### config.mk
export PLATFORM = sky130hd
export DESIGN_NAME = uart_tx_mmio
export DESIGN_NICKNAME = d
export VERILOG_FILES = /design/src/rtl/uart_tx_mmio_pkg.sv /design/src/rtl/uart_tx_mmio_fifo.sv /design/src/rtl/uart_tx_mmio.sv
export SDC_FILE = /design/constraint.sdc
export NUM_CORES = 1
export LEC_CHECK = 0
export ABC_CLOCK_PERIOD_IN_PS = 2300
export BUFFER_PORTS_ARGS = -buffer_cell sky130_fd_sc_hd__buf_2
export CORE_UTILIZATION = 40
export CTS_BUF_LIST = sky130_fd_sc_hd__clkbuf_16
export DETAILED_ROUTE_END_ITERATION = 8
export GPL_TIMING_DRIVEN = 0
export PLACE_DENSITY = 0.75
export SYNTH_ARGS = -nofsm -noshare
export SYNTH_HDL_FRONTEND = slang
export SYNTH_SLANG_ARGS = --single-unit
### constraint.sdc
create_clock -name clk -period 2.3 [get_ports clk]
set_input_delay 0.23 -clock clk [delete_from_list [all_inputs] [get_ports clk]]
set_output_delay 0.23 -clock clk [all_outputs]
set_load 0.02 [all_outputs]
### src/rtl/uart_tx_mmio_pkg.sv
// Shared types and constants for the memory-mapped UART transmitter.
package uart_tx_mmio_pkg;

    typedef enum logic [1:0] {
        IDLE  = 2'd0,
        START = 2'd1,
        DATA  = 2'd2,
        STOP  = 2'd3
    } tx_state_t;

    localparam logic [2:0] TXDATA_OFS = 3'd0;
    localparam logic [2:0] STATUS_OFS = 3'd4;

    localparam int ST_FULL_BIT  = 0;
    localparam int ST_EMPTY_BIT = 1;
    localparam int ST_BUSY_BIT  = 2;
    localparam int ST_OVF_BIT   = 3;
    localparam int ST_COUNT_LSB = 4;
    localparam int ST_COUNT_W   = 4;

endpackage

### src/rtl/uart_tx_mmio_fifo.sv
// Synchronous TX byte FIFO: a push while full is dropped even if a pop happens in the same cycle.
module tx_fifo #(
    parameter int WIDTH = 8,
    parameter int DEPTH = 4,
    localparam int AW = $clog2(DEPTH),
    localparam int CW = AW + 1
) (
    input  logic             clk,
    input  logic             reset,
    input  logic             push,
    input  logic [WIDTH-1:0] push_data,
    input  logic             pop,
    output logic [WIDTH-1:0] pop_data,
    output logic             full,
    output logic             empty,
    output logic [CW-1:0]    count
);

    logic [WIDTH-1:0] mem [DEPTH];
    logic [AW-1:0]    wr_ptr;
    logic [AW-1:0]    rd_ptr;
    logic             push_ok;
    logic             pop_ok;

    assign full     = (count == CW'(DEPTH));
    assign empty    = (count == '0);
    assign push_ok  = push && !full;
    assign pop_ok   = pop && !empty;
    assign pop_data = mem[rd_ptr];

    always_ff @(posedge clk or negedge reset) begin
        if (!reset) begin
            wr_ptr <= '0;
            rd_ptr <= '0;
            count  <= '0;
        end else begin
            if (push_ok) wr_ptr <= wr_ptr + AW'(1);
            if (pop_ok)  rd_ptr <= rd_ptr + AW'(1);
            count <= count + CW'(push_ok) - CW'(pop_ok);
        end
    end

    // Storage carries data only, so it is left out of reset.
    always_ff @(posedge clk) begin
        if (push_ok) mem[wr_ptr] <= push_data;
    end

endmodule

### src/rtl/uart_tx_mmio.sv
// MMIO UART transmitter on the core's data-memory bus: TXDATA/STATUS decode, FIFO, 8N1 serializer.
module uart_tx_mmio
    import uart_tx_mmio_pkg::*;
#(
    parameter int          DATA_WIDTH   = 32,
    parameter logic [31:0] BASE_ADDR    = 32'h1001_0000,
    parameter int          CLKS_PER_BIT = 16,
    parameter int          FIFO_DEPTH   = 4
) (
    input  logic                  clk,
    input  logic                  reset,
    input  logic                  Mem_Write_i,
    input  logic                  Mem_Read_i,
    input  logic [31:0]           Address_i,
    input  logic [DATA_WIDTH-1:0] Write_Data_i,
    output logic [DATA_WIDTH-1:0] Read_Data_o,
    output logic                  Hit_o,
    output logic                  Tx_o,
    output logic                  Busy_o
);

    localparam int CW = $clog2(FIFO_DEPTH) + 1;
    localparam int BW = $clog2(CLKS_PER_BIT);
    localparam logic [BW-1:0] BAUD_RELOAD = BW'(CLKS_PER_BIT - 1);

    logic            is_status;
    logic            wr_txdata;
    logic            wr_status;
    logic            overflow;
    logic            fifo_pop;
    logic [7:0]      fifo_head;
    logic            fifo_full;
    logic            fifo_empty;
    logic [CW-1:0]   fifo_count;

    tx_state_t       state, state_next;
    logic [BW-1:0]   baud_cnt, baud_cnt_next;
    logic [2:0]      bit_idx, bit_idx_next;
    logic [7:0]      shift, shift_next;

    logic [DATA_WIDTH-1:0] count_ext;
    logic [DATA_WIDTH-1:0] status;
    logic                  unused_bits;

    assign Hit_o     = (Address_i[31:3] == BASE_ADDR[31:3]);
    assign is_status = (Address_i[2] == STATUS_OFS[2]);
    assign wr_txdata = Mem_Write_i && Hit_o && (Address_i[2] == TXDATA_OFS[2]);
    assign wr_status = Mem_Write_i && Hit_o && is_status;

    tx_fifo #(
        .WIDTH (8),
        .DEPTH (FIFO_DEPTH)
    ) u_fifo (
        .clk       (clk),
        .reset     (reset),
        .push      (wr_txdata),
        .push_data (Write_Data_i[7:0]),
        .pop       (fifo_pop),
        .pop_data  (fifo_head),
        .full      (fifo_full),
        .empty     (fifo_empty),
        .count     (fifo_count)
    );

    // Sticky overflow: a store that finds the FIFO full is lost and flagged.
    always_ff @(posedge clk or negedge reset) begin
        if (!reset) begin
            overflow <= 1'b0;
        end else if (wr_txdata && fifo_full) begin
            overflow <= 1'b1;
        end else if (wr_status && Write_Data_i[ST_OVF_BIT]) begin
            overflow <= 1'b0;
        end
    end

    assign count_ext = DATA_WIDTH'(fifo_count);

    always_comb begin
        status = '0;
        status[ST_FULL_BIT]  = fifo_full;
        status[ST_EMPTY_BIT] = fifo_empty;
        status[ST_BUSY_BIT]  = Busy_o;
        status[ST_OVF_BIT]   = overflow;
        status[ST_COUNT_LSB +: ST_COUNT_W] = count_ext[ST_COUNT_W-1:0];
    end

    // TXDATA reads as zero, so only a STATUS hit drives the bus.
    assign Read_Data_o = (Mem_Read_i && Hit_o && is_status) ? status : '0;

    always_ff @(posedge clk or negedge reset) begin
        if (!reset) begin
            state    <= IDLE;
            baud_cnt <= '0;
            bit_idx  <= '0;
        end else begin
            state    <= state_next;
            baud_cnt <= baud_cnt_next;
            bit_idx  <= bit_idx_next;
        end
    end

    always_ff @(posedge clk) begin
        shift <= shift_next;
    end

    always_comb begin
        state_next    = state;
        baud_cnt_next = baud_cnt;
        bit_idx_next  = bit_idx;
        shift_next    = shift;
        fifo_pop      = 1'b0;
        case (state)
            IDLE: begin
                if (!fifo_empty) begin
                    fifo_pop      = 1'b1;
                    shift_next    = fifo_head;
                    baud_cnt_next = BAUD_RELOAD;
                    state_next    = START;
                end
            end
            START: begin
                if (baud_cnt == '0) begin
                    baud_cnt_next = BAUD_RELOAD;
                    bit_idx_next  = '0;
                    state_next    = DATA;
                end else begin
                    baud_cnt_next = baud_cnt - BW'(1);
                end
            end
            DATA: begin
                if (baud_cnt == '0) begin
                    baud_cnt_next = BAUD_RELOAD;
                    shift_next    = {1'b0, shift[7:1]};
                    if (bit_idx == 3'd7) begin
                        state_next = STOP;
                    end else begin
                        bit_idx_next = bit_idx + 3'd1;
                    end
                end else begin
                    baud_cnt_next = baud_cnt - BW'(1);
                end
            end
            STOP: begin
                if (baud_cnt == '0) begin
                    // Chain straight into the next start bit when more bytes wait.
                    if (!fifo_empty) begin
                        fifo_pop      = 1'b1;
                        shift_next    = fifo_head;
                        baud_cnt_next = BAUD_RELOAD;
                        state_next    = START;
                    end else begin
                        state_next = IDLE;
                    end
                end else begin
                    baud_cnt_next = baud_cnt - BW'(1);
                end
            end
            default: state_next = IDLE;
        endcase
    end

    always_comb begin
        Tx_o = 1'b1;
        case (state)
            START:   Tx_o = 1'b0;
            DATA:    Tx_o = shift[0];
            default: Tx_o = 1'b1;
        endcase
    end

    assign Busy_o = (state != IDLE);

    assign unused_bits = ^{Address_i[1:0], Write_Data_i[DATA_WIDTH-1:8],
                           count_ext[DATA_WIDTH-1:ST_COUNT_W]};

endmodule

Word-level counts from Yosys, hierarchy flattened
Memories as Yosys holds them, arrays and structs flattened.
Cells that the tools add are included.
{ "word_totals": {"n_memories": 1, "input_bits": 68, "output_inout_bits": 35, "register_bits": 25, "ram_bits": 32} }
{ "op_classes": {"reduce_logical": 22, "bitwise": 1, "n_mux": 28, "n_addsub": 6, "n_eq_ne": 12} }
{ "mem_list": {"columns": ["name", "words", "word_bits", "rd", "rd_clocked_by_memory_dff", "wr", "line", "source"], "rows": [
  ["u_fifo.mem", 4, 8, 1, 0, 1, "uart_tx_mmio_fifo.sv:19", "logic [WIDTH-1:0] mem [DEPTH];"]
]} }
{ "op_table": {"columns": ["operator", "count"], "rows": [
  ["$eq A29 B26 Y1 const B", 1],
  ["$mux W8", 3],
  ["$pmux W8 S3", 1],
  ["$mux W4", 3],
  ["$ne A2 B2 Y1 const B", 6],
  ["$pmux W4 S3", 1],
  ["$mux W2", 5],
  ["$logic_and A1 B1 Y1", 9],
  ["$mux W3", 3],
  ["$pmux W2 S4", 1],
  ["$mux W1", 7],
  ["$mux W7", 1],
  ["$eq A3 B3 Y1 const B", 2],
  ["$pmux W3 S2", 1],
  ["$reduce_bool A2 Y1", 3],
  ["$reduce_and A5 Y1", 1],
  ["$add A2 B1 Y2 const B", 2],
  ["$eq A2 B2 Y1 const B", 2],
  ["$logic_not A4 Y1", 1],
  ["$pmux W1 S2", 2],
  ["$reduce_and A4 Y1", 1],
  ["$sub A4 B1 Y4 const B", 1],
  ["$add A3 B1 Y3", 1],
  ["$add A3 B1 Y3 const B", 1],
  ["other kinds (9)", 10]
]} }

Depth between registers and ports, before layout
Gate-level depths: netlist (run 1).
{ "depth": {"word_depth": 6, "depth_mapped": 11, "mapped_depth_nobuf": 11} }

Modules after synthesis
Synthesis (run 1) repeated with hierarchy kept, for this count alone.
{ "hier_totals": {"cells_unflattened": 232, "hier_area_um2": 3039.2} }
{ "by_module_without_submodules": {"columns": ["mod", "cells_each", "n_inst", "area_per_inst_um2", "seq_area_each_um2"], "rows": [
  ["tx_fifo", 83, 1, 1622.8, 1136.1],
  ["uart_tx_mmio", 149, 1, 1416.4, 490.5]
]} }

Worst setup path after synthesis (run 1)
OpenSTA, ideal clock, no wires.
{ "synth_path": {"path_kind": "register -> register", "startpoint": "register state[0]", "endpoint": "register u_fifo.count[2]", "setup_slack_ns": -0.145, "t_arrival_ns": 2.319, "setup_time_ns": 0.126, "synth_period_minus_slack_ns": 2.445, "path_stages_with_launch": 12, "cell_sequence": "dfrtp_1 -> inv_1 -> ha_1 -> inv_1 -> a211oi_1 -> ha_1 -> inv_1 -> ha_1 -> inv_1 -> fa_1 -> xnor2_1 -> xnor2_1"} }
{ "synth_between": {"elab_chain_len": 4} }
{ "synth_rtl": {"columns": ["element", "line", "source"], "rows": [
  ["start, declared", "uart_tx_mmio.sv:36", "tx_state_t state, state_next;"],
  ["start signal, assigned", "uart_tx_mmio.sv:96", "state <= state_next;"],
  ["$eq A2 B2 Y1 / $logic_not A2 Y1 (equally long branches)", "uart_tx_mmio.sv:112", "case (state)"],
  ["$pmux W1 S2 (*)", "uart_tx_mmio.sv:112", null],
  ["$logic_and A1 B1 Y1 (*)", "uart_tx_mmio_fifo.sv:28", "assign pop_ok = pop && !empty;"],
  ["named net u_fifo.pop_ok", "uart_tx_mmio_fifo.sv:23", "logic pop_ok;"],
  ["$sub A3 B1 Y3 (*)", "uart_tx_mmio_fifo.sv:39", "count <= count + CW'(push_ok) - CW'(pop_ok);"],
  ["end signal, assigned", "uart_tx_mmio_fifo.sv:39", null],
  ["end, declared", "uart_tx_mmio_fifo.sv:16", "output logic [CW-1:0] count"]
]} }
The timed path passes the listed nets; every way through them passes the cells marked *.
A chain may end at the register's enable or synchronous reset.

Worst setup path in the final report (run 1)
{ "layout_path": {"startpoint": "register baud_cnt[1]", "endpoint": "register u_fifo.count[2]"} }
{ "layout_between": {"elab_chain_len": 5} }
{ "layout_rtl": {"columns": ["element", "line", "source"], "rows": [
  ["start, declared", "uart_tx_mmio.sv:37", "logic [BW-1:0] baud_cnt, baud_cnt_next;"],
  ["start signal, assigned", "uart_tx_mmio.sv:97", "baud_cnt <= baud_cnt_next;"],
  ["$logic_not A4 Y1", "uart_tx_mmio.sv:144", "if (baud_cnt == '0) begin"],
  ["$mux W1", "uart_tx_mmio.sv:144", null],
  ["$pmux W1 S2", "uart_tx_mmio.sv:112", null],
  ["$logic_and A1 B1 Y1", "uart_tx_mmio_fifo.sv:28", null],
  ["named net u_fifo.pop_ok", "uart_tx_mmio_fifo.sv:23", null],
  ["$sub A3 B1 Y3", "uart_tx_mmio_fifo.sv:39", null]
]} }
The timed path passes the listed nets, and every way through them passes these cells.

==> impl_metrics.env, run 1 <==
export IMPL_status="finished with violations"
export IMPL_violations="setup timing"
export IMPL_crit_required_ns=2.50
export IMPL_grt_pass1_vias=2007
export IMPL_ys_flop_type="edfxtp_1"
export IMPL_place_area_mm2=0.003506
export IMPL_first_pass_iters=4
export IMPL_drive_above_1_share=0.4290
export IMPL_cp_end_kind="flip-flop"
export IMPL_rr_startpoint="baud_cnt[1]"
export IMPL_r2r_slack_ns=-0.03
export IMPL_via_per_inst=4.728
export IMPL_die_w_um=88.88
export IMPL_ys_ff_latch=57
export IMPL_min_delay_start="Write_Data_i[7]"
export IMPL_cts_root_buf="clkbuf_16"
export IMPL_slew_headroom=0.6109
export IMPL_rsz0062_at_grt="true"
export IMPL_cts_buffer_depth=2
export IMPL_cts_buffers=9
export IMPL_avgSynthCellArea_um2=13.36
export IMPL_clock_sinks=57
export IMPL_yosysSeqAreaShare=0.5387
export IMPL_path_clk_slew_ns=0.05
export IMPL_drt_iter0_drc=118
export IMPL_dp_hpwl_mm=3.891
export IMPL_final_cell_area_mm2=0.003953
export IMPL_hold_depth=1
export IMPL_tns_ns=-0.03403
export IMPL_worstReg2RegEnd="u_fifo.count[2]"
export IMPL_portBuffers=51
export IMPL_antenna_found_initial=0
export IMPL_yosys_area_top_type_share=0.3978
export IMPL_maxCapViolations=0
export IMPL_vias=2000
export IMPL_dp_slack_ns=-0.3308
export IMPL_synth_top_area_cell="edfxtp_1"
export IMPL_stdcell_count=423
export IMPL_cpMaxStageDelayCell="dfrtp_1"
export IMPL_rows=31
export IMPL_io_pin_count=103
export IMPL_r2r_cells=11
export IMPL_dp_cells=400
export IMPL_fin_crit_sh=1.015
export IMPL_crit_chain="inv_2 -> ha_4 -> nand4bb_1 -> a211oi_4 -> ha_1 -> inv_1 -> ha_1 -> inv_1 -> fa_2 -> xnor2_2 -> xnor2_1"
export IMPL_ir_worst_vdd_mv=0.8026
export IMPL_drcViolationCount=0
export IMPL_diodes=0
export IMPL_synthTopCellsByCount="edfxtp_1 (40), buf_4 (25), dfrtp_1 (17)"
export IMPL_whs_endpoint="u_fifo.mem[1][7]"
export IMPL_grt_usage=0.1605
export IMPL_syn_area_mm2=0.003019
export IMPL_post_route_min_period_ns=2.334
export IMPL_setup_ws_ns=-0.03403
export IMPL_max_freq_ghz=0.4284
export IMPL_detail_route_antenna_nets=0
export IMPL_clkLatencyLatePin_ns=0.32
export IMPL_ys_warn_count=0
export IMPL_final_hold_violation_count=0
export IMPL_min_path_type="primary input to flip-flop"
export IMPL_worstPathArrival_ns=2.54
export IMPL_die_height_um=88.88
export IMPL_start_util=0.4140
export IMPL_coreArea_mm2=0.007292
export IMPL_design_die_area_mm2=0.007900
export IMPL_worst_pin_slew_ns=0.5823
export IMPL_synth_edf_count=40
export IMPL_clock_skew_ns=0.004780
export IMPL_grt_max_degree=18
export IMPL_grt_pass1_wl_mm=9.418
export IMPL_routedWlPerCell_um=13.39
export IMPL_setup_viol=1
export IMPL_globalplace_congestion=0.7557
export IMPL_synthTopCellsByArea="edfxtp_1 (40%), dfrtp_1 (14%), buf_4 (6.2%), mux4_2 (6.0%), ha_1 (5.8%)"
export IMPL_p_leak_uw=0.001677
export IMPL_synth_distinct_cells=46
export IMPL_startpoint_type="flip-flop"
export IMPL_crit_type="flip-flop to flip-flop"
export IMPL_synth_most_common_cell="edfxtp_1"
export IMPL_cts_tree="built"
export IMPL_p_per_area_mw_per_mm2=676.9
export IMPL_critPathMaxStageDelay_ns=0.38
export IMPL_area_growth_synth_to_final_pct=30.92
export IMPL_syn_inst=226
export IMPL_drv_slew=0
export IMPL_htree_levels=3
export IMPL_nNetsFinal=402
export IMPL_finalWirelength_mm=5.664
export IMPL_async_reset_ff_frac=0.2982
export IMPL_final_core_util=0.5420
export IMPL_worstPathMaxFanout=4
export IMPL_grt_remaining_overflow=0
[worst max path at each step]
stage,depth (start not counted),slack (ns),from,to
5_1_grt,11,-0.15,baud_cnt[1],u_fifo.count[2]
4_1_cts,11,-0.07,baud_cnt[1],u_fifo.count[2]
3_3_place_gp,9,-0.32,u_fifo.count[1],u_fifo.count[2]
3_5_place_dp,9,-0.33,u_fifo.count[1],u_fifo.count[2]
2_1_floorplan,9,0.01,u_fifo.count[1],u_fifo.count[2]
6_report,11,-0.03,baud_cnt[1],u_fifo.count[2]
[worst max-delay path: cells and delay by family (launching register included)]
family	cells	cell delay [ns]
fa+ha+maj	4	0.91
flops	1	0.38
compound gates	1	0.30
xor+xnor	2	0.27
buf+inv	3	0.20
simple gates	1	0.15
[power by group]
| group | switching, uW | internal (uW) | leakage, uW |
|---|---|---|---|
| Combinational | 73.1 | 59.6 | 0.000943 |
| Clock | 486 | 958 | 0.000157 |
| Sequential | 0.0000163 | 1100 | 0.000577 |
| Total | 559 | 2120 | 0.00168 |
[placed cells by master (no fill, tap or decap), types with 3 or more instances in the layout]
master and count:
o21ai_0 10, a21oi_1 6, inv_2 5, ha_4 3
inv_1 6, dfrtp_1 15, buf_2 52, and2_2 3
mux4_2 8, nand2_1 8, clkbuf_16 9, nor2_1 8
nor3_1 5, conb_1 25, a22o_1 12, and2_1 5
nor4_1 6, edfxtp_1 40, xnor2_1 3, buf_4 32
ha_1 11, clkbuf_1 4
[state kept, by name (all words and copies together), names as in the netlist]
| signal | cells |
|---|---|
| state | 2 |
| u_fifo.rd_ptr | 2 |
| u_fifo.wr_ptr | 2 |
| u_fifo.mem | 32 |
| overflow | 1 |
| bit_idx | 3 |
| u_fifo.count | 3 |
| shift | 8 |
| baud_cnt | 4 |
[area by class of cell]
| class | instances | area [um^2] |
|---|---|---|
| buffer | 31 | 212.7 |
| clock buffer | 9 | 225.2 |
| clock inverter | 7 | 102.6 |
| fill | 608 | 3339 |
| inverter | 11 | 41.29 |
| multi-input combinational | 150 | 1300 |
| sequential | 57 | 1629 |
| tap | 99 | 123.9 |
| timing repair buffer | 59 | 317.8 |
[kinds of logic (layout without fill, tap and decap cells)]
logic type	Yosys count	in the layout	share of synthesized area
AOI/OAI and AO/OA	40	40	0.09367
xor gates and xnor gates	5	5	0.01450
adders and majority gates	15	15	0.06465
buffers and inverters	43	117	0.08495
DFF	57	57	0.5387
muxes	11	11	0.07211
other	1	25	0.001242
and+or+nand+nor	54	54	0.1301
[through the flow]
stage	total power, uW	hold WS, ns
3_3_place_gp	1247	0.1790
2_1_floorplan	1196	-0.06559
5_1_grt	2755	0.1234
4_1_cts	2685	0.1172
6_report	2675	0.1224
3_5_place_dp	1250	0.1854
[routing by layer]
layer,vias up,GRT usage,share of wire
met4,0,0.03959,0.0055
met1,960,0.1987,0.43
li1,990,-,-
met3,3,0.04198,0.040
met2,47,0.2804,0.52
met5,-,0,0
[repair_timing]
item / in CTS / in global routing
endpoints found under the hold margin: 17 / 0
pin swaps: 6 / 2
endpoints found under the setup margin: 3 / 10
buffers inserted: 5 / 2
resized for setup: 14 / 3
hold buffers: 1 / 0
Power figures use the tool's default switching activity.
==> run 2: changes to the inputs <==
--- a/config.mk
+++ b/config.mk
@@ -8,7 +8,7 @@
 export ABC_CLOCK_PERIOD_IN_PS = 2300
 export BUFFER_PORTS_ARGS = -buffer_cell sky130_fd_sc_hd__buf_2
 export CORE_UTILIZATION = 40
-export CTS_BUF_LIST = sky130_fd_sc_hd__clkbuf_16
+export CTS_BUF_LIST = sky130_fd_sc_hd__clkbuf_4
 export DETAILED_ROUTE_END_ITERATION = 8
 export GPL_TIMING_DRIVEN = 0
 export PLACE_DENSITY = 0.75
==> impl_metrics.env, run 2 (synthesis results as in run 1) <==
export IMPL_slew_headroom=0.6457
export IMPL_crit_path_frequent_cell="inv_2"
export IMPL_die_height_um=88.88
export IMPL_portBuffers=51
export IMPL_diodes=0
export IMPL_p_leak_uw=0.001593
export IMPL_antenna_found_initial=0
export IMPL_cpMaxStageDelayCell="dfrtp_1"
export IMPL_grt_remaining_overflow=0
export IMPL_max_freq_ghz=0.4277
export IMPL_clock_sinks=57
export IMPL_rsz0062_at_grt="true"
export IMPL_final_cell_mix="buf_2 (52), edfxtp_1 (40), buf_4 (30)"
export IMPL_dp_hpwl_mm=3.891
export IMPL_via_per_inst=4.689
export IMPL_cp_num_buf_inv=3
export IMPL_worst_pin_slew_ns=0.5304
export IMPL_drive_above_1_share=0.4379
export IMPL_globalplace_congestion=0.7557
export IMPL_violations="setup timing"
export IMPL_status="finished with violations"
export IMPL_io_pin_count=103
export IMPL_r2r_cells=11
export IMPL_finalWirelength_mm=5.395
export IMPL_p_per_area_mw_per_mm2=555.0
export IMPL_cts_buffers=9
export IMPL_grt_pass1_vias=1961
export IMPL_r2r_slack_ns=-0.04
export IMPL_vias=1974
export IMPL_path_delay_family="adder cells"
export IMPL_design_die_area_mm2=0.007900
export IMPL_critPathMaxStageDelay_ns=0.40
export IMPL_final_hold_violation_count=0
export IMPL_cp_num_cells=11
export IMPL_drv_slew=0
export IMPL_area_growth_synth_to_final_pct=25.36
export IMPL_first_pass_iters=5
export IMPL_top_usage_layer="met2"
export IMPL_startpoint_type="flip-flop"
export IMPL_nNetsFinal=400
export IMPL_cts_root_buf="clkbuf_4"
export IMPL_drt_iter0_drc=78
export IMPL_grt_use_met2=0.2650
export IMPL_coreArea_mm2=0.007292
export IMPL_hold_depth=1
export IMPL_clock_skew_ns=0.01508
export IMPL_clkLatencyLatePin_ns=0.40
export IMPL_rows=31
export IMPL_final_core_util=0.5190
export IMPL_worstPathMaxFanout=4
export IMPL_largest_reg_flops=32
export IMPL_detail_route_antenna_nets=0
export IMPL_post_route_min_period_ns=2.338
export IMPL_start_util=0.4140
export IMPL_cp_end_kind="flip-flop"
export IMPL_place_area_mm2=0.003506
export IMPL_htree_levels=3
export IMPL_grt_pass1_wl_mm=9.094
export IMPL_rr_startpoint="baud_cnt[1]"
export IMPL_grt_use_met3=0.03545
export IMPL_whs_endpoint="u_fifo.mem[2][7]"
export IMPL_path_clk_slew_ns=0.11
export IMPL_p_total_uw=2101
export IMPL_grt_max_degree=18
export IMPL_ir_worst_vdd_mv=0.5569
export IMPL_top_register="u_fifo.mem"
export IMPL_biggestRegsByFlops="u_fifo.mem: 32 flops, shift: 8 flops, baud_cnt: 4 flops"
export IMPL_die_w_um=88.88
export IMPL_min_path_type="primary input to flip-flop"
export IMPL_crit_chain="inv_2 -> ha_4 -> nand4bb_1 -> a211oi_4 -> ha_1 -> inv_1 -> ha_2 -> inv_2 -> fa_2 -> xnor2_2 -> xnor2_1"
export IMPL_final_cell_area_mm2=0.003785
export IMPL_worstPathArrival_ns=2.63
export IMPL_use_met1=0.1933
export IMPL_drcViolationCount=0
export IMPL_setup_ws_ns=-0.03801
export IMPL_worstReg2RegEnd="u_fifo.count[2]"
export IMPL_min_delay_start="Write_Data_i[7]"
export IMPL_tns_ns=-0.03801
export IMPL_crit_type="flip-flop to flip-flop"
export IMPL_maxCapViolations=0
export IMPL_final_common_cell="buf_2"
export IMPL_grt_usage=0.1557
export IMPL_cts_tree="built"
export IMPL_fin_crit_sh=1.017
export IMPL_setup_viol=1
export IMPL_routedWlPerCell_um=12.81
export IMPL_crit_required_ns=2.59
export IMPL_cts_buffer_depth=2
-- run 2: cell types whose count changed in the layout (fill, tap and decap cells not counted) --
cell and change:
buf_4 -2, clkbuf_16 -9, clkbuf_4 +9, ha_1 -2, ha_2 +2, inv_1 -2
inv_2 +2
-- run 2: how the worst max path moves through the flow --
stage,startpoint,to
after global placement,u_fifo.count[1],u_fifo.count[2]
after global routing,baud_cnt[1],u_fifo.count[2]
after CTS,baud_cnt[1],u_fifo.count[2]
after floorplan,u_fifo.count[1],u_fifo.count[2]
final,baud_cnt[1],u_fifo.count[2]
after detailed placement,u_fifo.count[1],u_fifo.count[2]
-- run 2: power breakdown --
group | switching (uW) | leakage, uW | internal, uW
clock network | 420 | 0.0000871 | 451
logic | 73.1 | 0.000928 | 59.6
registers | 0.0000160 | 0.000577 | 1100
-- run 2: worst register-to-register path, cell delays in order (launching register included) --
cell	delay, ns
dfrtp_1	0.40
inv_2	0.09
ha_4	0.14
nand4bb_1	0.16
a211oi_4	0.30
ha_1	0.27
inv_1	0.06
ha_2	0.16
inv_2	0.04
fa_2	0.34
xnor2_2	0.15
xnor2_1	0.13
-- run 2: area by class of cell --
cell class              count  area (um^2)
fillers                   631         3507
plain buffers              31        212.7
flip-flops and latches     57         1629
inverters                  11        41.29
well taps                  99        123.9
clock inverters             7        102.6
multi-input cells         150         1305
clock buffers               9        67.56
repair buffers             57        302.8
-- run 2: what timing repair did --
| item | 4_1_cts | 5_1_grt |
|---|---|---|
| endpoints found under the hold margin | 17 | 0 |
| pin swaps | 7 | 3 |
| endpoints found under the setup margin | 3 | 10 |
| hold buffers | 1 | 0 |
| buffers inserted | 4 | 1 |
| resized for setup | 14 | 6 |
-- run 2: per-layer routing --
layer	routed length, um	part of all wire
met1	2260	0.42
met2	2819	0.52
met3	273	0.051
met4	41	0.0076
met5	0	0
-- run 2: metrics by stage --
stage | setup slack (ns) | hold slack (ns) | instances
global placement | -0.3166 | 0.1790 | 400
CTS | -0.06008 | 0.01618 | 421
floorplan | 0.009593 | -0.06559 | 250
global route | -0.1639 | 0.01602 | 421
detailed placement | -0.3308 | 0.1854 | 400
finish | -0.03801 | 0.03173 | 421
